$ cat src/rtl/deserializer_flex.sv
// Serial-to-parallel converter: DATA_W-bit words, selectable bit order, flush with length.
// Word valid one cycle after completion; a completion while the held word is unaccepted is dropped and pulses overflow_o.
module deserializer_flex #(
  parameter int DATA_W    = 16,
  parameter bit MSB_FIRST = 1'b0,
  parameter int LEN_W     = $clog2(DATA_W + 1)
) (
  input  logic              clk_i,
  input  logic              rst_n_i,
  input  logic              data_i,
  input  logic              data_val_i,
  input  logic              flush_i,
  output logic [DATA_W-1:0] deser_data_o,
  output logic [LEN_W-1:0]  deser_len_o,
  output logic              deser_data_val_o,
  input  logic              deser_data_ready_i,
  output logic              overflow_o
);

  logic [DATA_W-1:0] acc;
  logic [DATA_W-1:0] acc_ins;
  logic [LEN_W-1:0]  cnt;
  logic [LEN_W-1:0]  eff_cnt;
  logic [LEN_W-1:0]  bit_idx;
  logic              complete;
  logic              out_free;

  // acc_ins/eff_cnt already include a bit accepted this cycle, so a flush can absorb it.
  always_comb begin
    bit_idx = MSB_FIRST ? (LEN_W'(DATA_W - 1) - cnt) : cnt;
    eff_cnt = cnt + LEN_W'(data_val_i);
    acc_ins = acc;
    for (int i = 0; i < DATA_W; i++) begin
      if (data_val_i && (bit_idx == LEN_W'(i))) acc_ins[i] = data_i;
    end
    complete = (data_val_i && (eff_cnt == LEN_W'(DATA_W))) || (flush_i && (eff_cnt != '0));
    out_free = !deser_data_val_o || deser_data_ready_i;
  end

  always_ff @(posedge clk_i or negedge rst_n_i) begin
    if (!rst_n_i) begin
      acc              <= '0;
      cnt              <= '0;
      deser_data_o     <= '0;
      deser_len_o      <= '0;
      deser_data_val_o <= 1'b0;
      overflow_o       <= 1'b0;
    end else begin
      overflow_o <= 1'b0;
      if (complete) begin
        acc <= '0;
        cnt <= '0;
        if (out_free) begin
          deser_data_o     <= acc_ins;
          deser_len_o      <= eff_cnt;
          deser_data_val_o <= 1'b1;
        end else begin
          overflow_o <= 1'b1;
        end
      end else begin
        acc <= acc_ins;
        cnt <= eff_cnt;
        if (deser_data_val_o && deser_data_ready_i) deser_data_val_o <= 1'b0;
      end
    end
  end

endmodule
$ cat config.mk
export PLATFORM = sky130hd
export DESIGN_NAME = deserializer_flex
export DESIGN_NICKNAME = d
export VERILOG_FILES = /design/src/rtl/deserializer_flex.sv
export SDC_FILE = /design/constraint.sdc
export NUM_CORES = 1
export LEC_CHECK = 0
export CAP_MARGIN = 0
export CORE_MARGIN = 2
export CORE_UTILIZATION = 30
export CTS_BUF_LIST = sky130_fd_sc_hd__clkbuf_16
export CTS_CLUSTER_DIAMETER = 150
export CTS_CLUSTER_SIZE = 28
export DETAILED_ROUTE_END_ITERATION = 6
export HOLD_SLACK_MARGIN = 0.1
export REMOVE_ABC_BUFFERS = 1
export SYNTH_ARGS = -nofsm -noshare
export SYNTH_HDL_FRONTEND = slang
export SYNTH_SLANG_ARGS = --single-unit
$ cat constraint.sdc
create_clock -name clk_i -period 3 [get_ports clk_i]
set_clock_uncertainty 0.15 [all_clocks]
set_input_delay 0.3 -clock clk_i [delete_from_list [all_inputs] [get_ports clk_i]]
set_output_delay 0.3 -clock clk_i [all_outputs]
set_load 0.01 [all_outputs]
==> qor.yml, run 1 <==
run_status:
  result_of_the_run: "finished, final reports clean"
timing:
  fmaxAchievable_mhz: 389
  post-route-worst-setup-slack_ns: 0.429
  timing_worst_slew_pin_value_ns: 1.13
  max-slew-margin-rel_pct: 24.7
  final_critical_path_share_of_the_clock_period_pct: 85.7
  rsz0062_at_grt: "false"
  final_critical_path_time_including_i_o_delays_and_setup_ns: 2.57
  finalSetupViolCount: 0
  finalSetupTns_ns: 0
  total_count_of_hold_check_failures_in_the_final_report: 0
  final-max-slew-violation-count: 0
place:
  place_area_sq_um: 2290
  gp_congestion: 0.836
  io_buffer_count: 28
  dpl_worst_slack_ns: 0.152
  hpwl_mm: 2.75
synth:
  ys_types: 33
  mean_post_synth_cell_area_sq_um: 11.1
  synth_top_flop_cell: "sky130_fd_sc_hd__dfrtp_1"
  mappedNetlistArea_sq_um: 1920
  synth_seq_cells: 44
  netlist_instances: 174
  yosysWarningCount: 0
  count_of_flip_flops_with_a_built_in_enable_after_synthesis: 0
  synth.yosys.seq_area_share_pct: 57.3
  synth-async-reset-ratio_pct: 100
layout:
  antennaDiodeCount: 0
  postLayoutCoreUtil_pct: 38.9
  num-nets-final: 215
  fin_area_sq_um: 2440
  fillers: 631
  most-common-layout-cells: "sky130_fd_sc_hd__dfrtp_1 (44), sky130_fd_sc_hd__o21ai_0 (37), sky130_fd_sc_hd__clkdlybuf4s50_1 (27)"
  area.growth.synth_to_final_pct: 27.1
  layout-drive-gt1-share_pct: 10.1
  commonest_non_fill_non_tap_cell_in_the_layout: "sky130_fd_sc_hd__dfrtp_1"
clock_network:
  ctsRootBufferMaster: "sky130_fd_sc_hd__clkbuf_16"
  cts_tree: "done"
  cts_made_buffers: 5
  cts_htree_levels: 2
  worst_case_clock_buffer_depth: 2
  clk_pin_slew_worst_paths_ns: 0.06
  clock_sinks: 44
  clk-insertion-delay-late_ns: 0.28
floorplanning:
  floorplan.die.height_um: 84.1
  initial_utilization_pct: 30.6
  placementRows: 29
  ios: 29
  fp.dieArea_sq_um: 7070
  die_x_um: 84.1
  core_area_sq_um: 6280
setup_path:
  worstRegToRegCells: 8
  setup.reg_to_reg.worst_slack_ns: 0.57
  rr_startpoint: "bit_idx[0]$_DFF_PN0_"
  worst-endpoint-required_ns: 3.00
  critical_path_class: "in -> reg"
  r2r-end: "deser_data_o[11]$_DFFE_PN0P_"
  worstSetupEndpointType: "flop"
  worst_setup_path_start_kind: "input port"
  cp.arrival_ns: 2.58
  startpoint: "data_val_i"
  timing.critical_path.fanout_max: 23
min_path:
  min_delay_worst_endpoint: "deser_data_o[5]$_DFFE_PN0P_"
  min-delay-start: "deser_data_o[5]$_DFFE_PN0P_"
  whs_path_depth: 2
  min_path_type: "reg -> reg"
power:
  worst_ir_drop_vdd_mv: 0.460
  pwr_density_cell_nw_per_um2: 774
  standby_leakage_power_nw: 1.13
  post-layout-total-power_mw: 1.89
detailed_routing:
  drt.antenna.violating_nets: 0
  postRouteWirelength_mm: 4.07
  detail_route.first_pass.iterations: 4
  route.vias.total: 1370
  drt-vias-per-instance: 4.81
  detail_route.iter0.violations: 94
  route.detailed.wl_per_inst_um: 14.3
  drc: 0
global_routing:
  antenna_violations_before_repair: 0
  grt_pass1_vias: 1433
  grt_start_max_net_pins: 45
  first_pass_grt_wire_length_mm: 7.20
  overflow_left_after_global_routing: 0
  groute.usage.overall_pct: 12.9
job:
  number_of_max_cap_violations: 0
## worst max-delay path: stages
cell                              delay (ns)
sky130_fd_sc_hd__clkdlybuf4s50_1        0.49
sky130_fd_sc_hd__ha_1                   0.27
sky130_fd_sc_hd__ha_1                   0.23
sky130_fd_sc_hd__xnor2_1                0.26
sky130_fd_sc_hd__o2111ai_1              0.26
sky130_fd_sc_hd__a32o_1                 0.28
sky130_fd_sc_hd__buf_4                  0.20
sky130_fd_sc_hd__o21ai_0                0.17
sky130_fd_sc_hd__o21ai_0                0.11
## kinds of logic (layout without fill, tap and decap cells)
family | count (synthesis) | after routing | synth area share, %
fa+ha+maj | 2 | 2 | 1.30
flops | 44 | 44 | 57.3
xor+xnor | 2 | 2 | 1.30
simple gates | 55 | 55 | 14.8
buf+inv | 11 | 45 | 2.99
compound gates | 42 | 42 | 12.6
mux | 18 | 18 | 9.69
## per-stage QoR
| step | cells | hold slack, ns |
|---|---|---|
| 3_3_place_gp | 276 | 0.345 |
| 6_report | 285 | 0.356 |
| 5_1_grt | 285 | 0.392 |
| 3_5_place_dp | 276 | 0.350 |
| 4_1_cts | 285 | 0.366 |
| 2_1_floorplan | 164 | -0.146 |
## power by group
group / internal (mW) / switching, mW
sequential: 0.679 / 0.0627
clock: 0.302 / 0.212
combinational: 0.277 / 0.359
## routing by layer
layer  part of all wire [%]  global-route usage, %
met1                     45                   16.7
met3                    3.4                   3.17
met4                    2.4                   4.84
met2                     49                   21.0
met5                      0                      0
## cells in the mapped netlist, drive strengths merged (2+ instances only)
cell,n,share of area (%)
ha,2,1.3
and2,3,0.98
nand2b,2,0.65
dfrtp,44,57
mux2i,16,8.3
clkbuf,6,1.2
nor2,22,4.3
nor2b,3,0.98
nand3,4,1.3
buf,4,1.6
mux2,2,1.4
nor4bb,2,1.0
nor3b,2,0.78
o21ai,38,9.9
nand2,12,2.7
## sequential cells by signal, summed over array words and instances (netlist names)
name / count
deser_len_o: 5
bit_idx: 5
acc: 16
deser_data_o: 16
deser_data_val_o: 1
overflow_o: 1
## how the worst max path moves through the flow
| stage | to | slack, ns | depth (start not counted) |
|---|---|---|---|
| 2_1_floorplan | deser_len_o[1]$_DFFE_PN0P_ | 0.49 | 7 |
| 3_3_place_gp | deser_data_o[9]$_DFFE_PN0P_ | 0.26 | 9 |
| 3_5_place_dp | deser_data_o[10]$_DFFE_PN0P_ | 0.15 | 9 |
| 4_1_cts | deser_data_o[11]$_DFFE_PN0P_ | 0.44 | 9 |
| 5_1_grt | deser_data_o[9]$_DFFE_PN0P_ | 0.21 | 9 |
| 6_report | deser_data_o[11]$_DFFE_PN0P_ | 0.43 | 9 |
## repair_timing
action	in CTS	in global routing
hold buffers	1	0
endpoints found under the hold margin	44	0
gates resized for setup	0	0
setup buffers	0	0
## area by class of cell
| cell class | count | area, sq um | area share [%] |
|---|---|---|---|
| sequential | 44 | 1100 | 45.1 |
| multi-input combinational | 119 | 764 | 31.3 |
| timing repair buffer | 36 | 338 | 13.8 |
| clock buffer | 5 | 125 | 5.12 |
| tap | 77 | 96.3 | 3.94 |
| clock inverter | 3 | 15.0 | 0.614 |
| inverter | 1 | 3.75 | 0.154 |
Power figures use the tool's default switching activity.
==> run 2, diff against run 1 <==
--- a/config.mk
+++ b/config.mk
@@ -6,7 +6,7 @@
 export NUM_CORES = 1
 export LEC_CHECK = 0
 export CAP_MARGIN = 0
-export CORE_MARGIN = 2
+export CORE_MARGIN = 4
 export CORE_UTILIZATION = 30
 export CTS_BUF_LIST = sky130_fd_sc_hd__clkbuf_16
 export CTS_CLUSTER_DIAMETER = 150
==> run 2 against run 1 <==
  * Non-clock buffer count rose by 1
  * Sequential cell count stayed put
  * Critical path type unchanged
  * Setup slack gained 0.055 ns
==> qor.yml, run 2 (synthesized netlist as in run 1, its figures left out) <==
layout:
  num-nets-final: 216  # +0.47%
  antennaDiodeCount: 0  # unchanged
  multi_input_area_sq_um: 764  # unchanged
  register_area_sq_um: 1100  # unchanged
  reg_top3: "acc x16, deser_data_o x16"
  area.growth.synth_to_final_pct: 28.8
  fillers: 604  # -4.3%
  layout-drive-gt1-share_pct: 11.0  # +0.91 points
  commonest_non_fill_non_tap_cell_in_the_layout: "sky130_fd_sc_hd__dfrtp_1"
  most-common-layout-cells: "sky130_fd_sc_hd__dfrtp_1 (44), sky130_fd_sc_hd__o21ai_0 (37), sky130_fd_sc_hd__clkdlybuf4s50_1 (27)"
place:
  gp_congestion: 0.754  # -9.8%
  io_buffer_count: 28  # unchanged
  hpwl_mm: 2.83  # +3.1%
  dpl_worst_slack_ns: 0.211  # +0.0593 ns
detailed_routing:
  postRouteWirelength_mm: 4.26  # +4.7%
  drt.antenna.violating_nets: 0  # unchanged
  route.detailed.wl_per_inst_um: 15.0  # +5.0%
  detail_route.first_pass.iterations: 4  # unchanged
  route.vias.total: 1388  # +1.3%
  drt-vias-per-instance: 4.89  # +1.7%
  detail_route.iter0.violations: 93  # -1.1%
  drc: 0  # unchanged
timing:
  fmaxAchievable_mhz: 398  # +2.2%
  final_critical_path_share_of_the_clock_period_pct: 83.9  # -1.8 points
  worst_hold_slack_ns: 0.361  # +0.00455 ns
  rsz0062_at_grt: "false"
  timing_worst_slew_pin_value_ns: 0.963  # -0.164 ns
  max-slew-margin-rel_pct: 35.8  # +11 points
  total_count_of_hold_check_failures_in_the_final_report: 0  # unchanged
  final-max-slew-violation-count: 0  # unchanged
  finalSetupViolCount: 0  # unchanged
  final_critical_path_time_including_i_o_delays_and_setup_ns: 2.52  # -0.0551 ns
  post-route-worst-setup-slack_ns: 0.484  # +0.0551 ns
  finalSetupTns_ns: 0  # unchanged
floorplanning:
  die_x_um: 88.1  # +4.8%
  initial_utilization_pct: 31.7  # +1.1 points
  ios: 29  # unchanged
  fp.dieArea_sq_um: 7760  # +9.7%
  core_area_sq_um: 6060  # -3.4%
  placementRows: 28  # -3.4%
  floorplan.die.height_um: 88.1  # +4.8%
setup_path:
  worstSetupEndpointType: "flop"
  cp.arrival_ns: 2.53  # -0.05 ns
  worst-endpoint-required_ns: 3.01  # about the same
  timing.critical_path.fanout_max: 23  # unchanged
  path_cells: "clkdlybuf4s50_1, ha_1, ha_1, xnor2_1, o2111ai_1, a32o_1, buf_4, o21ai_0, o21ai_0"
  worst_setup_path_start_kind: "input port"
  rr_startpoint: "bit_idx[0]$_DFF_PN0_"
  startpoint: "data_val_i"
  crit_path_max_incr_delay_ns: 0.49  # about the same
  timing.critical_path.slowest_stage_cell: "sky130_fd_sc_hd__clkdlybuf4s50_1"
  critical_path_class: "in -> reg"
clock_network:
  clock_sinks: 44  # unchanged
  cts_made_buffers: 5  # unchanged
  cts_tree: "done"
  ctsRootBufferMaster: "sky130_fd_sc_hd__clkbuf_16"
  cts_resized: 0  # unchanged
  cts.repair_timing.setup_buffer_count: 0  # unchanged
  clk_pin_slew_worst_paths_ns: 0.07  # about the same
  worst_case_clock_buffer_depth: 2  # unchanged
  cts_hold_repair.buffers: 1  # unchanged
  clk-insertion-delay-late_ns: 0.29  # about the same
  cts_htree_levels: 2  # unchanged
min_path:
  min-delay-start: "deser_data_o[13]$_DFFE_PN0P_"
  min_path_type: "reg -> reg"
power:
  standby_leakage_power_nw: 1.15  # +1.6%
  worst_ir_drop_vdd_mv: 0.337  # -27%
  pwr_density_cell_nw_per_um2: 817  # +5.5%
job:
  number_of_max_cap_violations: 0  # unchanged
run_status:
  result_of_the_run: "finished, final reports clean"
global_routing:
  antenna_violations_before_repair: 0  # unchanged
  grt_pass1_vias: 1400  # -2.3%
  groute.usage.overall_pct: 12.2  # -0.71 points
  first_pass_grt_wire_length_mm: 7.22  # +0.19%
  overflow_left_after_global_routing: 0  # unchanged
  grt_start_max_net_pins: 45  # unchanged
run 2: changes by cell type in the layout (fill, tap and decap cells not counted), sizes merged:
| cell | delta |
|---|---|
| buf | +1 |
| bufinv | +1 |
| clkinv | +1 |
| clkinvlp | -1 |
| inv | -1 |
run 2: where the power goes:
group / leakage, nW / internal, mW / switching (mW)
Clock: 0.0814 / 0.392 / 0.234
Sequential: 0.603 / 0.679 / 0.0679
Combinational: 0.462 / 0.282 / 0.368
run 2: cell type report:
class                   count  share of cell area (%)
well taps                  75                    3.79
clock inverters             3                    1.72
flip-flops and latches     44                    44.5
multi-input cells         119                    30.9
clock buffers               5                    5.05
repair buffers             37                    13.9
inverters                   1                   0.152
run 2: critical path: cells and delay by family:
| kind | cells | cell delay (ns) |
|---|---|---|
| AO/OA/AOI/OAI | 4 | 0.81 |
| XOR/XNOR | 1 | 0.24 |
| adder cells (fa/ha/maj) | 2 | 0.49 |
| buffers and inverters | 2 | 0.70 |
run 2: worst paths after layout:
kind                       cells past startpoint                      endpoint  slack, ns
max                                            9   deser_data_o[3]$_DFFE_PN0P_       0.48
min reg2reg                                    2  deser_data_o[13]$_DFFE_PN0P_       0.36
max reg2reg                                    8   deser_data_o[3]$_DFFE_PN0P_       0.62
min in group asynchronous                      2    deser_len_o[2]$_DFFE_PN0P_       0.55
max in group asynchronous                      2          bit_idx[3]$_DFF_PN0_       1.54
min                                            2  deser_data_o[13]$_DFFE_PN0P_       0.36
run 2: metrics by stage:
step           instances  util (%)  instance area, sq um  power (mW)
4_1_cts              284      40.9                  2480        2.04
5_1_grt              284      40.9                  2480        2.14
3_5_place_dp         275      37.9                  2300        1.41
3_3_place_gp         275      37.9                  2300        1.41
2_1_floorplan        164         -                  1870        1.09
6_report             284      40.9                  2480        2.02
run 2: routing by layer:
metal | vias up | share of wire, % | global-route usage [%]
li1 | 671 | - | -
met1 | 684 | 50 | 17.3
met2 | 28 | 45 | 18.6
met3 | 5 | 4.0 | 3.39
met4 | 0 | 0.96 | 3.30
met5 | - | 0 | 0
